`src/rtl/multiword_add_sequencer.sv`:
```
`default_nettype none
// ============================================================================
//  Module   : multiword_add_sequencer (with CarrySelectAdder word datapath)
//  Brief    : WORDS*32-bit adder that streams one 32-bit word per cycle,
//             LSW first, through a single 32-bit carry-select adder.
//  Revision : 1.0 - initial release
// ============================================================================

module CarrySelectAdder (
    input  logic [31:0] A,
    input  logic [31:0] B,
    input  logic        Cin,
    output logic [31:0] F,
    output logic        Cout
);
    logic [16:0] w_lo;
    logic [16:0] w_hi0;
    logic [16:0] w_hi1;

    // Upper half is computed for both carry-ins, then picked by the lower carry
    assign w_lo  = {1'b0, A[15:0]}  + {1'b0, B[15:0]}  + {16'd0, Cin};
    assign w_hi0 = {1'b0, A[31:16]} + {1'b0, B[31:16]};
    assign w_hi1 = {1'b0, A[31:16]} + {1'b0, B[31:16]} + 17'd1;

    assign F[15:0]          = w_lo[15:0];
    assign {Cout, F[31:16]} = w_lo[16] ? w_hi1 : w_hi0;
endmodule

module multiword_add_sequencer #(
    parameter int WORDS = 4
) (
    input  logic                clk,
    input  logic                rst,
    input  logic                in_valid,
    output logic                in_ready,
    input  logic [WORDS*32-1:0] a,
    input  logic [WORDS*32-1:0] b,
    input  logic                cin,
    output logic                out_valid,
    input  logic                out_ready,
    output logic [WORDS*32-1:0] sum,
    output logic                cout,
    output logic                ovf
);
    localparam int              W        = WORDS * 32;
    localparam int              IDX_W    = (WORDS > 1) ? $clog2(WORDS) : 1;
    localparam logic [IDX_W-1:0] LAST_IDX = IDX_W'(WORDS - 1);

    typedef enum logic [1:0] {
        S_IDLE = 2'd0,
        S_RUN  = 2'd1,
        S_DONE = 2'd2
    } state_t;

    state_t           r_state;
    state_t           w_next_state;
    logic [W-1:0]     r_a;
    logic [W-1:0]     r_b;
    logic [W-1:0]     r_sum;
    logic [IDX_W-1:0] r_idx;
    logic             r_carry;
    logic             r_cout;
    logic             r_ovf;

    logic [31:0]      w_a_word;
    logic [31:0]      w_b_word;
    logic [31:0]      w_f;
    logic             w_cout;
    logic             w_accept;
    logic             w_last;

    assign w_a_word = r_a[{r_idx, 5'd0} +: 32];
    assign w_b_word = r_b[{r_idx, 5'd0} +: 32];

    CarrySelectAdder u_adder (
        .A    (w_a_word),
        .B    (w_b_word),
        .Cin  (r_carry),
        .F    (w_f),
        .Cout (w_cout)
    );

    assign in_ready  = (r_state == S_IDLE) && !rst;
    assign out_valid = (r_state == S_DONE);
    assign w_accept  = in_valid && in_ready;
    assign w_last    = (r_idx == LAST_IDX);
    assign sum       = r_sum;
    assign cout      = r_cout;
    assign ovf       = r_ovf;

    always_ff @(posedge clk) begin
        if (rst) r_state <= S_IDLE;
        else     r_state <= w_next_state;
    end

    always_comb begin
        w_next_state = r_state;
        case (r_state)
            S_IDLE:  if (w_accept)  w_next_state = S_RUN;
            S_RUN:   if (w_last)    w_next_state = S_DONE;
            S_DONE:  if (out_ready) w_next_state = S_IDLE;
            default:                w_next_state = S_IDLE;
        endcase
    end

    always_ff @(posedge clk) begin
        if (rst) begin
            r_a     <= '0;
            r_b     <= '0;
            r_sum   <= '0;
            r_idx   <= '0;
            r_carry <= 1'b0;
            r_cout  <= 1'b0;
            r_ovf   <= 1'b0;
        end else begin
            case (r_state)
                S_IDLE: begin
                    if (w_accept) begin
                        r_a     <= a;
                        r_b     <= b;
                        r_carry <= cin;
                        r_idx   <= '0;
                        r_sum   <= '0;
                    end
                end
                S_RUN: begin
                    r_sum[{r_idx, 5'd0} +: 32] <= w_f;
                    r_carry                    <= w_cout;
                    r_idx                      <= r_idx + 1'b1;
                    // Signed overflow judged on the MSW: equal operand signs, differing result sign
                    if (w_last) begin
                        r_cout <= w_cout;
                        r_ovf  <= (r_a[W-1] == r_b[W-1]) && (w_f[31] != r_a[W-1]);
                    end
                end
                default: ;
            endcase
        end
    end
endmodule

`default_nettype wire

```
`config.mk`:
```
export PLATFORM = sky130hd
export DESIGN_NAME = multiword_add_sequencer
export DESIGN_NICKNAME = d
export VERILOG_FILES = /design/src/rtl/multiword_add_sequencer.sv
export SDC_FILE = /design/constraint.sdc
export NUM_CORES = 1
export LEC_CHECK = 0
export CELL_PAD_IN_SITES_DETAIL_PLACEMENT = 1
export CELL_PAD_IN_SITES_GLOBAL_PLACEMENT = 1
export CORE_MARGIN = 2
export CORE_UTILIZATION = 30
export CTS_BUF_LIST = sky130_fd_sc_hd__clkbuf_8
export DETAILED_ROUTE_END_ITERATION = 8
export DONT_BUFFER_PORTS = 1
export PLACE_DENSITY = 0.66
export SYNTH_ARGS = -nofsm -noshare
export SYNTH_HDL_FRONTEND = slang
export SYNTH_SLANG_ARGS = --single-unit
```
`constraint.sdc`:
```
create_clock -name clk -period 7.6 [get_ports clk]
set_clock_uncertainty 0.1 [all_clocks]
set_input_delay 2.28 -clock clk [delete_from_list [all_inputs] [get_ports clk]]
set_output_delay 2.28 -clock clk [all_outputs]
set_load 0.005 [all_outputs]
```
==> results of run 1 <==
==> layer usage <==
| metal | track usage (%) | routed length (um) | up-vias | part of all wire [%] |
|---|---|---|---|---|
| met5 | 0 | 88 | - | 0.15 |
| met4 | 5.20 | 1080 | 12 | 1.8 |
| met3 | 7.35 | 5390 | 78 | 9.1 |
| met2 | 28.5 | 25500 | 419 | 43 |
| met1 | 26.0 | 27000 | 6752 | 46 |
| li1 | - | - | 6639 | - |
==> per-stage QoR <==
step                      utilization (%)  instance area (um2)
final                                34.1                19600
after global routing                 34.1                19600
after CTS                            34.1                19600
after detailed placement             31.2                18000
after global placement               31.2                18000
after floorplan                         -                17400
==> registers in the layout, summed over array words and instances (netlist names) <==
name and flops:
r_a 128, r_b 128, sum 128, r_idx 2, r_state 2, cout 1, ovf 1, r_carry 1
==> path summary, 6_finish.rpt <==
kind / start / to / slack [ps] / cells after the start
worst max-delay path: r_idx[1] / ovf / 2510 / 12
worst min-delay path: r_b[6] / r_b[6] / 370 / 2
worst max register to register: r_idx[1] / ovf / 2510 / 12
worst min register to register: r_b[6] / r_b[6] / 370 / 2
==> synthesized netlist by cell type, types with 4 or more instances <==
| library cell | instances |
|---|---|
| buf_1 | 8 |
| dfxtp_1 | 391 |
| a211oi_1 | 6 |
| o211ai_1 | 8 |
| nor2_1 | 139 |
| xor2_1 | 12 |
| or3_1 | 4 |
| nand2_1 | 281 |
| a22oi_1 | 104 |
| a21oi_1 | 35 |
| a21o_1 | 10 |
| inv_1 | 15 |
| nor3_1 | 12 |
| nand2b_1 | 268 |
| mux4_2 | 64 |
| nor3b_1 | 6 |
| o21bai_1 | 4 |
| nor2b_1 | 6 |
| a32oi_1 | 4 |
| o21ai_0 | 294 |
| clkbuf_1 | 135 |
| o21a_1 | 4 |
| nand3b_1 | 20 |
| a31oi_1 | 4 |
| nand3_1 | 9 |
| ha_1 | 36 |
| xnor2_1 | 18 |
==> area by class of cell <==
type                    instances  area share, %
clock inverters                45           1.96
diodes                          6         0.0766
clock buffers                  90           6.32
repair buffers                 15          0.638
multi-input cells            1397           45.8
well taps                     765           4.88
inverters                      15          0.287
flip-flops and latches        391           40.0
==> worst max-delay path, cell delays in order, from the launching register on <==
cell and delay, ps:
dfxtp_4 850, buf_4 490, mux4_2 420, ha_1 450, a21oi_1 190, nor3b_1 230
a21oi_1 110, a211oi_1 450, nor4_1 120, nor3b_1 520, or3b_4 460, a211o_1 310
a311oi_1 270
==> power by group through the flow <==
| stage | clock network (mW) | logic, mW | registers, mW |
|---|---|---|---|
| final | 2.24 | 0.587 | 2.23 |
| after global routing | 2.41 | 0.648 | 2.25 |
| after CTS | 2.32 | 0.592 | 2.23 |
| after detailed placement | 0 | 0.589 | 2.28 |
| after global placement | 0 | 0.571 | 2.27 |
| after floorplan | 0 | 0.440 | 2.24 |
==> logic make-up (layout without fill, tap and decap cells) <==
logic type               count (synthesis)  in the layout  synth area share [%]
adder cells (fa/ha/maj)                 39             39                  2.94
XOR/XNOR                                30             30                  1.51
AO/OA/AOI/OAI                          488            488                  16.5
other                                    0              6                     0
flip-flops                             391            391                  45.0
buffers and inverters                  158            165                  3.41
AND/OR/NAND/NOR                        772            772                  22.1
multiplexers                            68             68                  8.53
==> impl_metrics.csv, run 1 <==
group,metric,value,unit
outcome,outcome,"completed",
clock_tree,htree_levels,3,
pwr,leakage,6.91,nW
synthesis,synth_flop_cell,"dfxtp_1",
pwr,comb_power_share,11.6,%
grt,grt_pass1_vias,14277,
critical_path,worst_ep_arrival_time,5560,ps
floorplan,die_h,245,um
clock_tree,clockRootBuffer,"clkbuf_8",
sta,fmax,0.197,GHz
layout,final_cell_mix,"389 x dfxtp_1, 294 x o21ai_0, 281 x nand2_1",
floorplan,die_area,0.0599,mm2
hold_path,hp-class,"flop to flop",
place,placement.io_buffers,0,
synthesis,ys_async_sr_fraction,0,%
sta,min_period_over_period,66.9,%
clock_tree,cts_buffers,74,
sta,setup_viol,0,
layout,seq_area,0.00784,mm2
clock_tree,clockBufferDepth,3,
synthesis,synth_top_area_share,45.0,%
clock_tree,path_clk_slew,60,ps
critical_path,crit_type,"flop to flop",
layout,final_common_cell,"dfxtp_1",
pwr,seq_power_share,44.1,%
synthesis,synth_top_area_cell,"dfxtp_1",
floorplan,placementRows,88,
synthesis,synthDistinctLibCells,56,
floorplan,pin_count,393,
place,hpwl,41.8,mm
job,maxCapViolCount,0,
layout,layoutNonFillerInstCount,2724,
layout,area_growth_syn_to_layout,12.8,%
grt,grt_overflow,0,
clock_tree,cts_tree,"yes",
clock_tree,cts_resized,0,
pwr,p_per_area,258,mW/mm2
clock_tree,hold_buffers,0,
pwr,p_sw,1.39,mW
pwr,total_power,5.06,mW
critical_path,crit_required,8070,ps
synthesis,syn-cell-area,0.0174,mm2
place,placed_cells,2583,
drt,post_drt_wl_per_cell,21.7,um
clock_tree,postCtsSetupBuffers,0,
sta,slew_viol_final,0,
synthesis,yosys_warnings,0,
floorplan,die_w,245,um
synthesis,ys_seq_elements,391,
clock_tree,insertion_delay,680,ps
critical_path,crit_fanout,43,
grt,grt_max_degree,399,
grt,grt_pass1_wl,88.0,mm
drt,drc,0,
layout,layout-drive-gt1-share,10.7,%
grt,antenna_found_initial,13,
sta,worst_slack,2510,ps
clock_tree,cts_sinks,391,
pwr,clockPowerShare,44.3,%
synthesis,yosys-top-cells-area,"dfxtp_1 45%, nand2b_1 9.6%, o21ai_0 8.5%",
layout,multi_input_area,0.00898,mm2
drt,drt-pass1-iter-count,5,
place,dp_slack,2480,ps
synthesis,synth_edf_count,0,
pwr,ir_worst_vdd,0.119,mV
sta,finalHoldViolations,0,
layout,nets,2194,
synthesis,syn_avg_cell_area,8.93,um2
pwr,swShare,27.5,%
sta,hold_slack,371,ps
layout,fillers,6704,
sta,fin_crit,5090,ps
critical_path,critPathLaunchType,"flop",
sta,slew-limit-headroom,29.3,%
drt,vias,13900,
pwr,p_int,3.67,mW
place,gp_congestion,0.850,
drt,drt_iter0_markers,951,
drt,routed_wl,59.1,mm
synthesis,ys_seq_area_share,45.0,%
drt,ant_nets,0,
sta,rsz0062_at_grt,"no",
sta,finalSetupTns,0,ps
floorplan,start_util,30.2,%
drt,vias_per_cell,5.10,
sta,worst_pin_slew,1060,ps
synthesis,syn_nets,2246,
critical_path,cp-end-kind,"flop",
synthesis,syn_inst,1946,
floorplan,fp.coreArea,0.0575,mm2
grt,track_usage,19.2,%
Note: power is estimated with default switching activity, not from simulation.
==> run 2, diff against run 1 <==
--- a/config.mk
+++ b/config.mk
@@ -12,7 +12,7 @@
 export CTS_BUF_LIST = sky130_fd_sc_hd__clkbuf_8
 export DETAILED_ROUTE_END_ITERATION = 8
 export DONT_BUFFER_PORTS = 1
-export PLACE_DENSITY = 0.66
+export PLACE_DENSITY = 0.68
 export SYNTH_ARGS = -nofsm -noshare
 export SYNTH_HDL_FRONTEND = slang
 export SYNTH_SLANG_ARGS = --single-unit
==> constraint.sdc (replaced) <==
create_clock -name clk -period 4.57 [get_ports clk]
set_clock_uncertainty 0.1 [all_clocks]
set_input_delay 1.371 -clock clk [delete_from_list [all_inputs] [get_ports clk]]
set_output_delay 1.371 -clock clk [all_outputs]
set_load 0.005 [all_outputs]
==> impl_metrics.csv, run 2 (synthesis results as in run 1) <==
group,metric,value,unit
outcome,outcome,"completed",
grt,grt_pass1_vias,14607,
drt,drc,0,
hold_path,hold-path-endpoint,"r_b[119]",
sta,fin_crit,4380,ps
hold_path,hold_depth,2,
clock_tree,insertion_delay,640,ps
grt,antenna_found_initial,9,
sta,worst_pin_slew,1180,ps
grt,busiest_layer,"met2",
clock_tree,cts_sinks,391,
layout,multi_input_area,0.00903,mm2
layout,seq_area,0.00784,mm2
clock_tree,cts_tree,"yes",
place,dp_slack,173,ps
hold_path,hp-class,"flop to flop",
floorplan,pin_count,393,
layout,final_cell_area,0.0199,mm2
critical_path,r2r-start,"r_idx[0]",
pwr,leakage,7.00,nW
drt,drt-pass1-iter-count,5,
sta,rsz0062_at_grt,"yes",
grt,use_met2,29.5,%
grt,grt_use_met3,6.30,%
grt,track_usage,19.4,%
sta,finalHoldViolations,0,
critical_path,worst-r2r-setup-slack,190,ps
drt,ant_nets,0,
sta,hold_slack,371,ps
drt,routed_wl,59.7,mm
floorplan,die_w,245,um
clock_tree,clockBufferDepth,3,
drt,vias_per_cell,5.15,
sta,fmax,0.228,GHz
layout,final_common_cell,"dfxtp_1",
grt,met1_usage,26.1,%
grt,grt_pass1_wl,89.5,mm
critical_path,worst_ep_arrival_time,4830,ps
place,dpl_cell_area,0.0183,mm2
critical_path,crit_type,"flop to flop",
critical_path,critPathLaunchType,"flop",
grt,grt_max_degree,399,
layout,final_cell_mix,"389 x dfxtp_1, 294 x o21ai_0, 281 x nand2_1",
critical_path,crit_required,5010,ps
critical_path,cp-end-kind,"flop",
clock_tree,cts_buffers,73,
sta,slew-limit-headroom,21.0,%
floorplan,die_area,0.0599,mm2
place,gp_congestion,0.837,
drt,vias,14108,
layout,layout-drive-gt1-share,12.3,%
sta,slew_viol_final,0,
sta,setup_viol,0,
layout,area_growth_syn_to_layout,14.5,%
layout,nets,2218,
place,hpwl,42.7,mm
pwr,ir_worst_vdd,0.188,mV
pwr,p_per_area,423,mW/mm2
job,maxCapViolCount,0,
drt,drt_iter0_markers,882,
clock_tree,clockRootBuffer,"clkbuf_8",
sta,min_period_over_period,95.9,%
hold_path,worst_hold_startpoint,"r_b[119]",
critical_path,crit_fanout,29,
floorplan,die_h,245,um
sta,finalSetupTns,0,ps
place,placement.io_buffers,0,
layout,post-route-util,34.6,%
grt,grt_overflow,0,
critical_path,reg2regPathDepth,12,
drt,post_drt_wl_per_cell,21.8,um
floorplan,placementRows,88,
sta,worst_slack,186,ps
floorplan,start_util,30.2,%
clock_tree,hold_buffers,0,
clock_tree,htree_levels,3,
critical_path,r2r_end,"ovf",
clock_tree,path_clk_slew,60,ps
layout,fillers,6635,
floorplan,fp.coreArea,0.0575,mm2
run 2: changes by cell type in the layout (fill, tap and decap cells not counted), sizes merged:
| cell | previous run | this run |
|---|---|---|
| clkbuf | 90 | 91 |
| clkinv | 9 | 5 |
| inv | 42 | 33 |
| bufinv | 6 | 5 |
| buf | 15 | 40 |
| clkinvlp | 3 | 8 |
run 2: worst max-delay path by stage:
stage,cells after the start,to,slack (ps),startpoint
2_1_floorplan,15,ovf,-30,r_idx[0]
3_3_place_gp,15,sum[24],280,r_idx[0]
3_5_place_dp,12,sum[62],170,r_idx[0]
4_1_cts,13,ovf,170,r_idx[0]
5_1_grt,12,ovf,-50,r_idx[0]
6_report,12,ovf,190,r_idx[0]
run 2: final cells by class:
class,instances,area share (%)
Timing Repair Buffer,40,2.19
Clock inverter,36,1.58
Inverter,15,0.283
Clock buffer,91,6.30
Tap cell,765,4.81
Sequential cell,391,39.4
Multi-Input combinational cell,1397,45.4
Antenna cell,6,0.0755
run 2: layer usage:
layer  vias up  wire length [um]
li1       6685                 -
met1      6922             27900
met2       413             25700
met3        80              4850
met4         8              1180
met5         -                51
run 2: worst max-delay path: stages (launching register included):
cell      delay [ps]
dfxtp_4          410
buf_16           240
mux4_2           580
fa_1             480
a21oi_2          230
o211ai_1         180
a311o_1          380
a31oi_1          210
xor2_1           100
or3_1            400
or3b_4           400
a211o_1          310
a311oi_1         260
run 2: what timing repair did:
| item | CTS | global route |
|---|---|---|
| gates resized for setup | 0 | 8 |
| buffers inserted | 0 | 0 |
| endpoints found under the setup margin | 0 | 10 |
run 2: report_power, final:
part	switching [mW]	internal [mW]	total, mW
combinational	0.648	0.429	1.08
sequential	0.111	3.59	3.70
clock	1.55	2.08	3.64
total	2.31	6.10	8.41
run 2: metrics by stage:
step / total power [mW] / cells
after global routing: 8.82 / 2737
after detailed placement: 4.85 / 2608
after global placement: 4.81 / 2608
final: 8.41 / 2741
after CTS: 8.55 / 2735
after floorplan: 4.46 / 1946
==> edit (settings of run 1) <==
Make the reset (`rst`) asynchronous in 2 clocked blocks.
--- a/src/rtl/multiword_add_sequencer.sv
+++ b/src/rtl/multiword_add_sequencer.sv
@@ -89,5 +89,5 @@
     assign ovf       = r_ovf;
 
-    always_ff @(posedge clk) begin
+    always_ff @(posedge clk or posedge rst) begin
         if (rst) r_state <= S_IDLE;
         else     r_state <= w_next_state;
@@ -104,5 +104,5 @@
     end
 
-    always_ff @(posedge clk) begin
+    always_ff @(posedge clk or posedge rst) begin
         if (rst) begin
             r_a     <= '0;
Behaviour: differs if rst is asserted again (counterexample within 4 cycles, from zero or initial values and one cycle with rst high); with rst held inactive, the same outputs for 4 cycles.
==> edit against run 1 <==
Final area increased by 2.6%; setup slack got worse by 0.26 ns; wire length decreased by 7.0%; sequential cell count unchanged; area after synthesis increased by 2.4%; critical endpoint is now sum[53]$_DFFE_PP0P_.
Power is left out: the tool's default activity adds up to more than one toggle a clock period on the data nets, which glitch-free logic cannot reach.
==> edit: results (changes against run 1) <==
- Run status: completed
- Vias: 10,998 (-21%)
- Worst skew pair latency: 0.66 ns (-0.02 ns)
- Mapped Nets: 1,573 (-30%)
- Deepest clock path buffer count: 3 (unchanged)
- Number of global-route vias before repair: 12,070 (-15%)
- Dpl hpwl: 39,730 um (-5.0%)
- Synth Warn #: 0 (unchanged)
- Ranking of synthesized cells by area: dfrtp_1 (55%), mux2_2 (16%), mux4_2 (8.1%)
- Total CTS buffers: 72 (-2.7%)
- Setup slack after placement: 2.244 ns (-0.2397 ns)
- WP data arrival: 5.71 ns (+0.15 ns)
- DR pass1 iterations: 4 (-1)
- Largest net degree at the start of global routing: 163 (-59%)
- Post-synthesis sequential area ratio: 0.5499 (+0.09939)
- Final Wtd Congestion: 0.7940 (-6.5%)
- Number of port buffers: 0 (unchanged)
- R2R setup slack: 2.26 ns (-0.26 ns)
- Initial antenna violation count: 25 (+12)
- Synth async-reset ratio: 1.000 (+1.000)
- Post-detailed-route DRC marker count: 0 (unchanged)
- Final wirelength: 54,940 um (-7.0%)
- Xor and xnor area share after synthesis: 0.02306 (+0.007942)
- GRT overflow: 0 (unchanged)
- Adder-Cell Fraction of Synth Area: 0.02869 (-0.0006899)
- Mux share of post-synthesis cell area: 0.2436 (+0.1582)
- Slew @ Worst Pin: 1.247 ns (+0.1858 ns)
- Period utilisation layout: 0.7029 (+0.03369)
- Worst hold slack: 0.4005 ns (+0.02948 ns)
- Synth Area in Compound Gates: 0.08930 (-0.07545)
- Total track usage: 0.1774 (-0.01471)
- Synth unique cells: 68 (+21%)
- First-pass GRT wire length: 80,820 um (-8.2%)
- Layout cell share with drive strength beyond 1: 0.3451 (+0.2381)
- Top post-synthesis cells by count: dfrtp_1 (391), mux2_2 (256), a22o_1 (85), nand2_1 (70)
- CP max FO: 29 (-33%)
- Layout fillers: 6,186 (-7.7%)
- DRT iter0 DRCs: 535 (-44%)
edit: area by class of cell:
class | count | share of cell area
Multi-Input combinational cell | 792 | 0.3838
Clock inverter | 38 | 0.01313
Clock buffer | 83 | 0.05680
Sequential cell | 391 | 0.4868
Timing Repair Buffer | 16 | 0.007216
Inverter | 13 | 0.002613
Tap cell | 773 | 0.04809
Antenna cell | 12 | 0.001493
edit: final timing paths:
check / from / end / depth (start not counted)
min in group asynchronous: rst / sum[116]$_DFFE_PP0P_ / 1
max: r_idx[0]$_DFFE_PP0P_ / sum[53]$_DFFE_PP0P_ / 15
min: r_b[21]$_DFFE_PP0P_ / r_b[21]$_DFFE_PP0P_ / 1
max reg2reg: r_idx[0]$_DFFE_PP0P_ / sum[53]$_DFFE_PP0P_ / 15
min reg2reg: r_b[21]$_DFFE_PP0P_ / r_b[21]$_DFFE_PP0P_ / 1
max in group asynchronous: rst / r_a[5]$_DFFE_PP0P_ / 2
edit: worst max-delay path, stage by stage, from the launching register on:
cell and delay [ns]:
dfrtp_4 0.82, buf_4 0.51, mux4_2 0.58, fa_1 0.44, inv_1 0.10, fa_1 0.21, nor2b_1 0.06, o21a_1 0.20
a211oi_1 0.28, nor3_1 0.13, o2bb2ai_1 0.20, buf_4 0.22, nand4b_1 0.09, a21boi_0 0.11, nor4_1 0.90, o31ai_1 0.16
edit: metrics by stage:
stage	area, um2	std cells
6_report	20110	2118
5_1_grt	20100	2113
4_1_cts	20080	2106
3_5_place_dp	18680	1985
3_3_place_gp	18680	1985
2_1_floorplan	17800	1273
edit: metal layers:
metal  global-route usage  up-vias  share of wire
li1                     -     4780              -
met4              0.05865       24          0.027
met2               0.2784      333           0.47
met5                    0        -         0.0028
met3              0.06942      116          0.086
met1               0.2237     5745           0.41
